$ cat config.mk
export PLATFORM = sky130hd
export DESIGN_NAME = fir_tap_sequencer
export DESIGN_NICKNAME = d
export VERILOG_FILES = /design/src/rtl/fir_tap_sequencer.sv
export SDC_FILE = /design/constraint.sdc
export NUM_CORES = 2
export LEC_CHECK = 0
export CAP_MARGIN = 20
export CORE_UTILIZATION = 25
export DETAILED_ROUTE_END_ITERATION = 6
export GPL_ROUTABILITY_DRIVEN = 0
export PLACE_DENSITY = 0.48
export SLEW_MARGIN = 30
export SYNTH_ARGS = -nofsm -noshare
export SYNTH_HDL_FRONTEND = slang
export SYNTH_SLANG_ARGS = --single-unit
$ cat constraint.sdc
create_clock -name clk -period 28.4 [get_ports clk]
set_input_delay 5.68 -clock clk [delete_from_list [all_inputs] [get_ports clk]]
set_output_delay 5.68 -clock clk [all_outputs]
set_load 0.01 [all_outputs]
$ cat src/rtl/fir_tap_sequencer.sv
// Tap sequencer for a time-multiplexed FIR MAC: keeps the last CHAIN_DEPTH samples
// in a circular buffer and replays x[n], x[n-1], ... one tap per beat.
module fir_tap_sequencer #(
    parameter int DATA_WIDTH  = 16,
    parameter int CHAIN_DEPTH = 53,
    parameter int IDX_WIDTH   = $clog2(CHAIN_DEPTH)
) (
    input  logic                         clk,
    input  logic                         reset,
    input  logic                         in_valid,
    output logic                         in_ready,
    input  logic signed [DATA_WIDTH-1:0] in_data,
    output logic                         out_valid,
    input  logic                         out_ready,
    output logic signed [DATA_WIDTH-1:0] out_data,
    output logic        [IDX_WIDTH-1:0]  out_idx,
    output logic                         out_last,
    output logic                         busy
);

    typedef enum logic [0:0] {
        IDLE   = 1'b0,
        STREAM = 1'b1
    } state_t;

    localparam logic [IDX_WIDTH-1:0] LAST_IDX  = IDX_WIDTH'(CHAIN_DEPTH - 1);
    localparam logic [IDX_WIDTH-1:0] DEPTH_W   = IDX_WIDTH'(CHAIN_DEPTH);
    localparam logic [IDX_WIDTH-1:0] IDX_ZERO  = {IDX_WIDTH{1'b0}};
    localparam logic [IDX_WIDTH-1:0] IDX_ONE   = IDX_WIDTH'(1);
    localparam logic [DATA_WIDTH-1:0] DATA_ZERO = {DATA_WIDTH{1'b0}};

    state_t                        state;
    state_t                        next_state;
    logic signed [DATA_WIDTH-1:0]  mem [CHAIN_DEPTH];
    logic        [IDX_WIDTH-1:0]   wptr;
    logic        [IDX_WIDTH-1:0]   base;
    logic        [IDX_WIDTH-1:0]   k;
    logic        [IDX_WIDTH-1:0]   rd_addr;
    logic                          accept;
    logic                          beat_done;
    logic                          at_last;

    assign accept    = (state == IDLE) && in_valid;
    assign beat_done = (state == STREAM) && out_ready;
    assign at_last   = (k == LAST_IDX);

    // State register
    always_ff @(posedge clk or posedge reset) begin
        if (reset) begin
            state <= IDLE;
        end else begin
            state <= next_state;
        end
    end

    // Next-state logic
    always_comb begin
        next_state = state;
        case (state)
            IDLE: begin
                if (in_valid) begin
                    next_state = STREAM;
                end else begin
                    next_state = IDLE;
                end
            end
            STREAM: begin
                if (out_ready && at_last) begin
                    next_state = IDLE;
                end else begin
                    next_state = STREAM;
                end
            end
            default: next_state = IDLE;
        endcase
    end

    // History buffer and write pointer; wptr wraps at CHAIN_DEPTH, not a power of two
    always_ff @(posedge clk or posedge reset) begin
        if (reset) begin
            for (int i = 0; i < CHAIN_DEPTH; i++) begin
                mem[i] <= DATA_ZERO;
            end
            wptr <= IDX_ZERO;
            base <= IDX_ZERO;
        end else if (accept) begin
            mem[wptr] <= in_data;
            base      <= wptr;
            wptr      <= (wptr == LAST_IDX) ? IDX_ZERO : wptr + IDX_ONE;
        end else begin
            wptr <= wptr;
            base <= base;
        end
    end

    // Tap counter
    always_ff @(posedge clk or posedge reset) begin
        if (reset) begin
            k <= IDX_ZERO;
        end else if (accept) begin
            k <= IDX_ZERO;
        end else if (beat_done) begin
            k <= at_last ? IDX_ZERO : k + IDX_ONE;
        end else begin
            k <= k;
        end
    end

    // Read address (base - k) mod CHAIN_DEPTH; the true value is below 2**IDX_WIDTH,
    // so modular IDX_WIDTH-bit arithmetic yields it exactly.
    always_comb begin
        rd_addr = IDX_ZERO;
        if (k <= base) begin
            rd_addr = base - k;
        end else begin
            rd_addr = base - k + DEPTH_W;
        end
    end

    // Outputs depend only on registered state
    always_comb begin
        in_ready  = 1'b1;
        out_valid = 1'b0;
        busy      = 1'b0;
        out_data  = DATA_ZERO;
        out_idx   = IDX_ZERO;
        out_last  = 1'b0;
        case (state)
            IDLE: begin
                in_ready  = 1'b1;
                out_valid = 1'b0;
                busy      = 1'b0;
            end
            STREAM: begin
                in_ready  = 1'b0;
                out_valid = 1'b1;
                busy      = 1'b1;
                out_data  = mem[rd_addr];
                out_idx   = k;
                out_last  = at_last;
            end
            default: begin
                in_ready  = 1'b1;
                out_valid = 1'b0;
                busy      = 1'b0;
            end
        endcase
    end

endmodule

Word-level counts from Yosys, hierarchy flattened
Index checks and enable logic that the tools add are counted.
{"block": "word_totals", "ff_bits": 867, "latchBits": 0, "ramBits": 0, "romBits": 0, "in_bits": 20, "out_inout_bits": 26, "memories": 0}
{"block": "classes", "n_addsub": 4, "mul": 0, "div": 0, "order_cmp": 4, "eq_ne": 2, "n_shift": 0, "muxes": 19, "n_bitwise": 3, "reduce_logical": 5}
{"cell": "848-bit bitwise mux", "n": 1}
{"cell": "16-bit binary-select mux with 6-bit select", "n": 1}
{"cell": "16-bit demux with 6-bit select", "n": 1}
{"cell": "16-bit two-way mux", "n": 4}
{"cell": "6-bit two-way mux", "n": 6}
{"cell": "7-bit greater-or-equal comparator, second input constant", "n": 2}
{"cell": "6-bit inverter with 7-bit output", "n": 2}
{"cell": "6-bit by 1-bit adder with 6-bit output, second input constant", "n": 2}
{"cell": "6-bit equality test, second input constant", "n": 2}
{"cell": "7-bit by 1-bit < comparator with 1-bit output, second input constant", "n": 1}
{"cell": "6-bit adder, second input constant", "n": 1}
{"cell": "6-bit less-or-equal comparator", "n": 1}
{"cell": "1-bit case mux with 2 select lines", "n": 3}
{"cell": "6-bit subtractor", "n": 1}
{"cell": "1-bit logical AND", "n": 4}
{"cell": "1-bit two-way mux", "n": 3}
{"cell": "2-bit nonzero test", "n": 1}
{"cell": "1-bit inverter", "n": 1}

Longest topological paths before layout
{"block": "depth", "ltp_word": 8, "mapped_depth": 17, "ltp_nobuf": 13}

Worst setup path before layout
OpenSTA, ideal clock, no wires.
{"block": "synth_timing", "kind": "register to output", "startpoint": "register k[0]", "endpoint": "output out_data[0]", "arrival_time_ps": 3541, "required_time_ps": 22720, "setup_slack_ps": 19179, "path_stages_with_launch": 15, "path_cell_list": "dfrtp_1 -> ha_1 -> inv_1 -> fa_1 -> ha_1 -> clkbuf_1 -> inv_1 -> o32ai_2 -> a21oi_2 -> buf_2 -> buf_2 -> buf_2 -> a32oi_1 -> o2111ai_1 -> a41oi_1"}
{"block": "synth_via", "elab_chain_len": 8, "elab_cells_between_ends": 9}
{"element": "from (decl)", "line": "37", "source": "logic [IDX_WIDTH-1:0] k;"}
{"element": "from (signal assigned)", "line": "103", "source": "k <= at_last ? IDX_ZERO : k + IDX_ONE;"}
{"element": "from (signal assigned)", "line": "105", "source": "k <= k;"}
{"element": "6-bit subtractor", "line": "114, 116"}
{"element": "6-bit adder", "line": "116", "source": "rd_addr = base - k + DEPTH_W;"}
{"element": "6-bit two-way mux *", "line": "113", "source": "if (k <= base) begin"}
{"element": "6-bit inverter with 7-bit output (implied by the code) *", "line": "138", "source": "out_data = mem[rd_addr];"}
{"element": "16-bit binary-select mux with 6-bit select *", "line": "138"}
{"element": "16-bit two-way mux (implied by the code) * (2 in series)", "line": "138"}
{"element": "16-bit two-way mux *", "line": "128", "source": "case (state)"}
{"element": "to (decl)", "line": "15", "source": "output logic signed [DATA_WIDTH-1:0] out_data,"}
Every way passes the cells marked *; elsewhere a longest branch is shown, timed or not. The select of a mux whose other input is x is not followed.

Worst setup path in the final report
{"block": "layout_timing", "startpoint": "register k[0]", "endpoint": "output out_data[11]"}
The elaborated chain is that of the path after synthesis.

==> flow_metrics.py <==
metrics = {
    "timing": {
        "finalSetupViolCount": 0,
        "finalCritPeriodShare_pct": 44.7,
        "fin_setup_tns_ns": 0,
        "slew_headroom_pct": 29.1,
        "skew_ns": 0.0154,
        "rsz0062_at_grt": "no",
        "slew_violations": 0,
        "min_period_ns": 12.70,
        "max_freq_mhz": 78.7,
        "worstMarginPinSlew_ns": 1.06,
        "finalHoldViolCount": 0,
    },
    "global_routing": {
        "top_usage_layer": "met2",
        "use_met2_pct": 26.1,
        "globalRouteTotalUtil_pct": 16.2,
        "antenna_found_initial": 4,
        "use_met1_pct": 22.6,
        "grt_max_degree": 152,
        "overflow": 0,
        "grt_pass1_wl_um": 204000,
        "grt_use_met3_pct": 1.81,
        "grt_pass1_vias": 29000,
    },
    "setup_path": {
        "path_cells": "ha_1 -> inv_1 -> fa_1 -> ha_1 -> inv_1 -> o32ai_4 -> buf_4 -> nand3_1 -> o22ai_1 -> o21ai_0 -> o31a_1 -> o21ai_0 -> o211a_1 -> clkdlybuf4s50_1",
        "crit_slowest_cell": "ha_1",
        "cpPeakStageDelay_ns": 0.78,
        "path_buf_inv": 4,
        "cp.arrival_ns": 7.02,
        "crit_family": "compound AO/OA/AOI/OAI gates",
        "required_ns": 22.72,
        "cp-end-kind": "primary output",
        "path_max_fanout": 35,
        "worstSetupPathType": "register to primary output",
        "critPathLaunchType": "register",
    },
    "final_layout": {
        "fillCellCount": 16800,
        "area_delta_synth_final_pct": 15.3,
        "fin_util_pct": 29.2,
        "layout.nets": 3563,
        "drive_gt1_share_pct": 33.6,
    },
    "clocking": {
        "htreeDepth": 3,
        "cts_tree": "built",
        "path_clk_slew_ns": 0.06,
        "clk_latency_ns": 0.67,
        "clock_sinks": 867,
        "clockBufferDepth": 3,
        "cts_root_buf": "clkbuf_16",
        "cts_resized": 0,
        "numCtsBuffers": 102,
        "cts_setup_buffers": 0,
        "ctsHoldBuffers": 0,
    },
    "logic_synthesis": {
        "avgSynthCellArea_um2": 11.5,
        "netlist_top_cells_area": "dfrtp_1 (52%), mux2_2 (24%), nand2_1 (5.6%)",
        "synth_most_common_cell": "mux2_2",
        "synthArstFlopShare_pct": 100,
        "ys_seq_area_share_pct": 52.4,
        "synth_edf_count": 0,
        "synth_fp_nets": 3629,
        "ys_top_cells_by_count": "mux2_2 (876), dfrtp_1 (867), nand2_1 (621)",
        "ys.flop_type": "dfrtp_1",
        "yosys_register_bits": 867,
        "yosys.area.top_type_share_pct": 52.4,
        "synth.distinct_cells": 69,
        "synth_top_area_cell": "dfrtp_1",
        "ys.warnings.count": 0,
        "syn_area_mm2": 0.0414,
        "synthCells": 3597,
    },
    "drt": {
        "vias": 29100,
        "ant_nets": 0,
        "post_drt_wl_per_cell_um": 23.6,
        "wl_um": 137000,
        "vias_per_cell": 5.01,
        "drtPass1Iterations": 5,
        "drc": 0,
        "detail_route.iter0.violations": 2305,
    },
    "pwr": {
        "power_density_mw_per_mm2": 116,
        "p_leak_nw": 22.1,
        "vdd_drop_max_v": 0.000179,
    },
    "floorplan": {
        "num_rows": 148,
        "die_area_mm2": 0.167,
        "core_area_mm2": 0.164,
        "die_x_um": 409,
        "die_y_um": 409,
        "initial_utilization_pct": 25.3,
        "ios": 46,
    },
    "placement": {
        "place.port_buffers": 45,
        "hpwlAfterDp_um": 80300,
    },
    "job": {
        "cap_violations": 0,
    },
    "status": {
        "status": "finished clean",
    },
    "min_path": {
        "hold_path.class": "register to register",
    },
}
[final timing paths]
path	from	to	slack, ns	cells after the start
min in group asynchronous	reset	mem[62]	5.33	2
max in group asynchronous	reset	mem[355]	19.61	7
worst max-delay path	k[0]	out_data[11]	15.70	14
worst min register to register	base[2]	base[2]	0.49	2
worst min-delay path	base[2]	base[2]	0.49	2
worst max register to register	state	mem[47]	24.85	5
[final cells by class]
| type | count | area (um2) | share of cell area, % |
|---|---|---|---|
| diodes | 5 | 12.5 | 0.0262 |
| flip-flops and latches | 867 | 21700 | 45.5 |
| inverters | 16 | 63.8 | 0.134 |
| multi-input cells | 2404 | 18600 | 39.0 |
| clock inverters | 40 | 398 | 0.834 |
| clock buffers | 148 | 3040 | 6.37 |
| well taps | 2175 | 2720 | 5.71 |
| repair buffers | 140 | 1180 | 2.47 |
[where the power goes]
part | leakage [nW] | switching [W] | internal, W
Clock | 1.72 | 0.000546 | 0.000795
Sequential | 12.1 | 0.00000866 | 0.00124
Combinational | 8.32 | 0.00216 | 0.000760
Total | 22.1 | 0.00272 | 0.00280
[through the flow]
| step | std cells | setup slack, ns | area (um2) | total power, W | hold WS (ns) |
|---|---|---|---|---|---|
| CTS | 5787 | 15.67 | 47600 | 0.00554 | 0.492 |
| floorplan | 3597 | 10.80 | 41400 | 0.00279 | 0.450 |
| finish | 5795 | 15.70 | 47700 | 0.00551 | 0.486 |
| global route | 5790 | 15.44 | 47700 | 0.00573 | 0.507 |
| detailed placement | 5599 | 16.43 | 44100 | 0.00418 | 0.476 |
| global placement | 5599 | 16.48 | 44100 | 0.00419 | 0.465 |
[state kept, by name, indices dropped and copies added, names as in the netlist]
name and flops:
base 6, wptr 6, k 6, state 1, mem 848
[worst reg2reg max path, cell delays in order, from the launching register on]
cell      delay, ns
dfrtp_1        0.48
clkinv_1       0.21
nand2_1        0.39
nor3_1         0.97
nand2_1        0.86
mux2_2         0.53
[routing by layer]
metal	routed length (um)	vias to the layer above	part of all wire, %
met5	17	-	0.012
met4	4330	2	3.2
met3	5620	192	4.1
met2	64000	686	47
met1	62600	15400	46
li1	-	12800	-
[cell usage in the layout (no fill, tap or decap), types with 29 or more instances in the layout]
master | netlist | layout
a211oi_1 | 29 | 29
a21oi_1 | 67 | 66
a31oi_1 | 54 | 54
a32oi_1 | 38 | 38
and3_1 | 56 | 55
buf_4 | 7 | 83
clkbuf_16 | 0 | 102
clkbuf_8 | 0 | 31
clkdlybuf4s50_1 | 0 | 29
dfrtp_1 | 867 | 867
mux2_2 | 876 | 876
mux2i_1 | 82 | 82
nand2_1 | 621 | 610
nand3_1 | 153 | 147
nand4_1 | 30 | 30
nor2_1 | 70 | 59
o21ai_0 | 60 | 59
o22ai_1 | 45 | 44
[kinds of logic (layout without fill, tap and decap cells)]
kind of cell	count (synthesis)	after routing	synth area share, %
compound gates	424	424	7.20
simple gates	990	990	10.4
mux	959	959	25.9
other cells	0	5	0
fa+ha+maj	12	12	0.381
buf+inv	326	344	3.29
xor+xnor	19	19	0.435
flops	867	867	52.4
(Power assumes the default switching activity.)
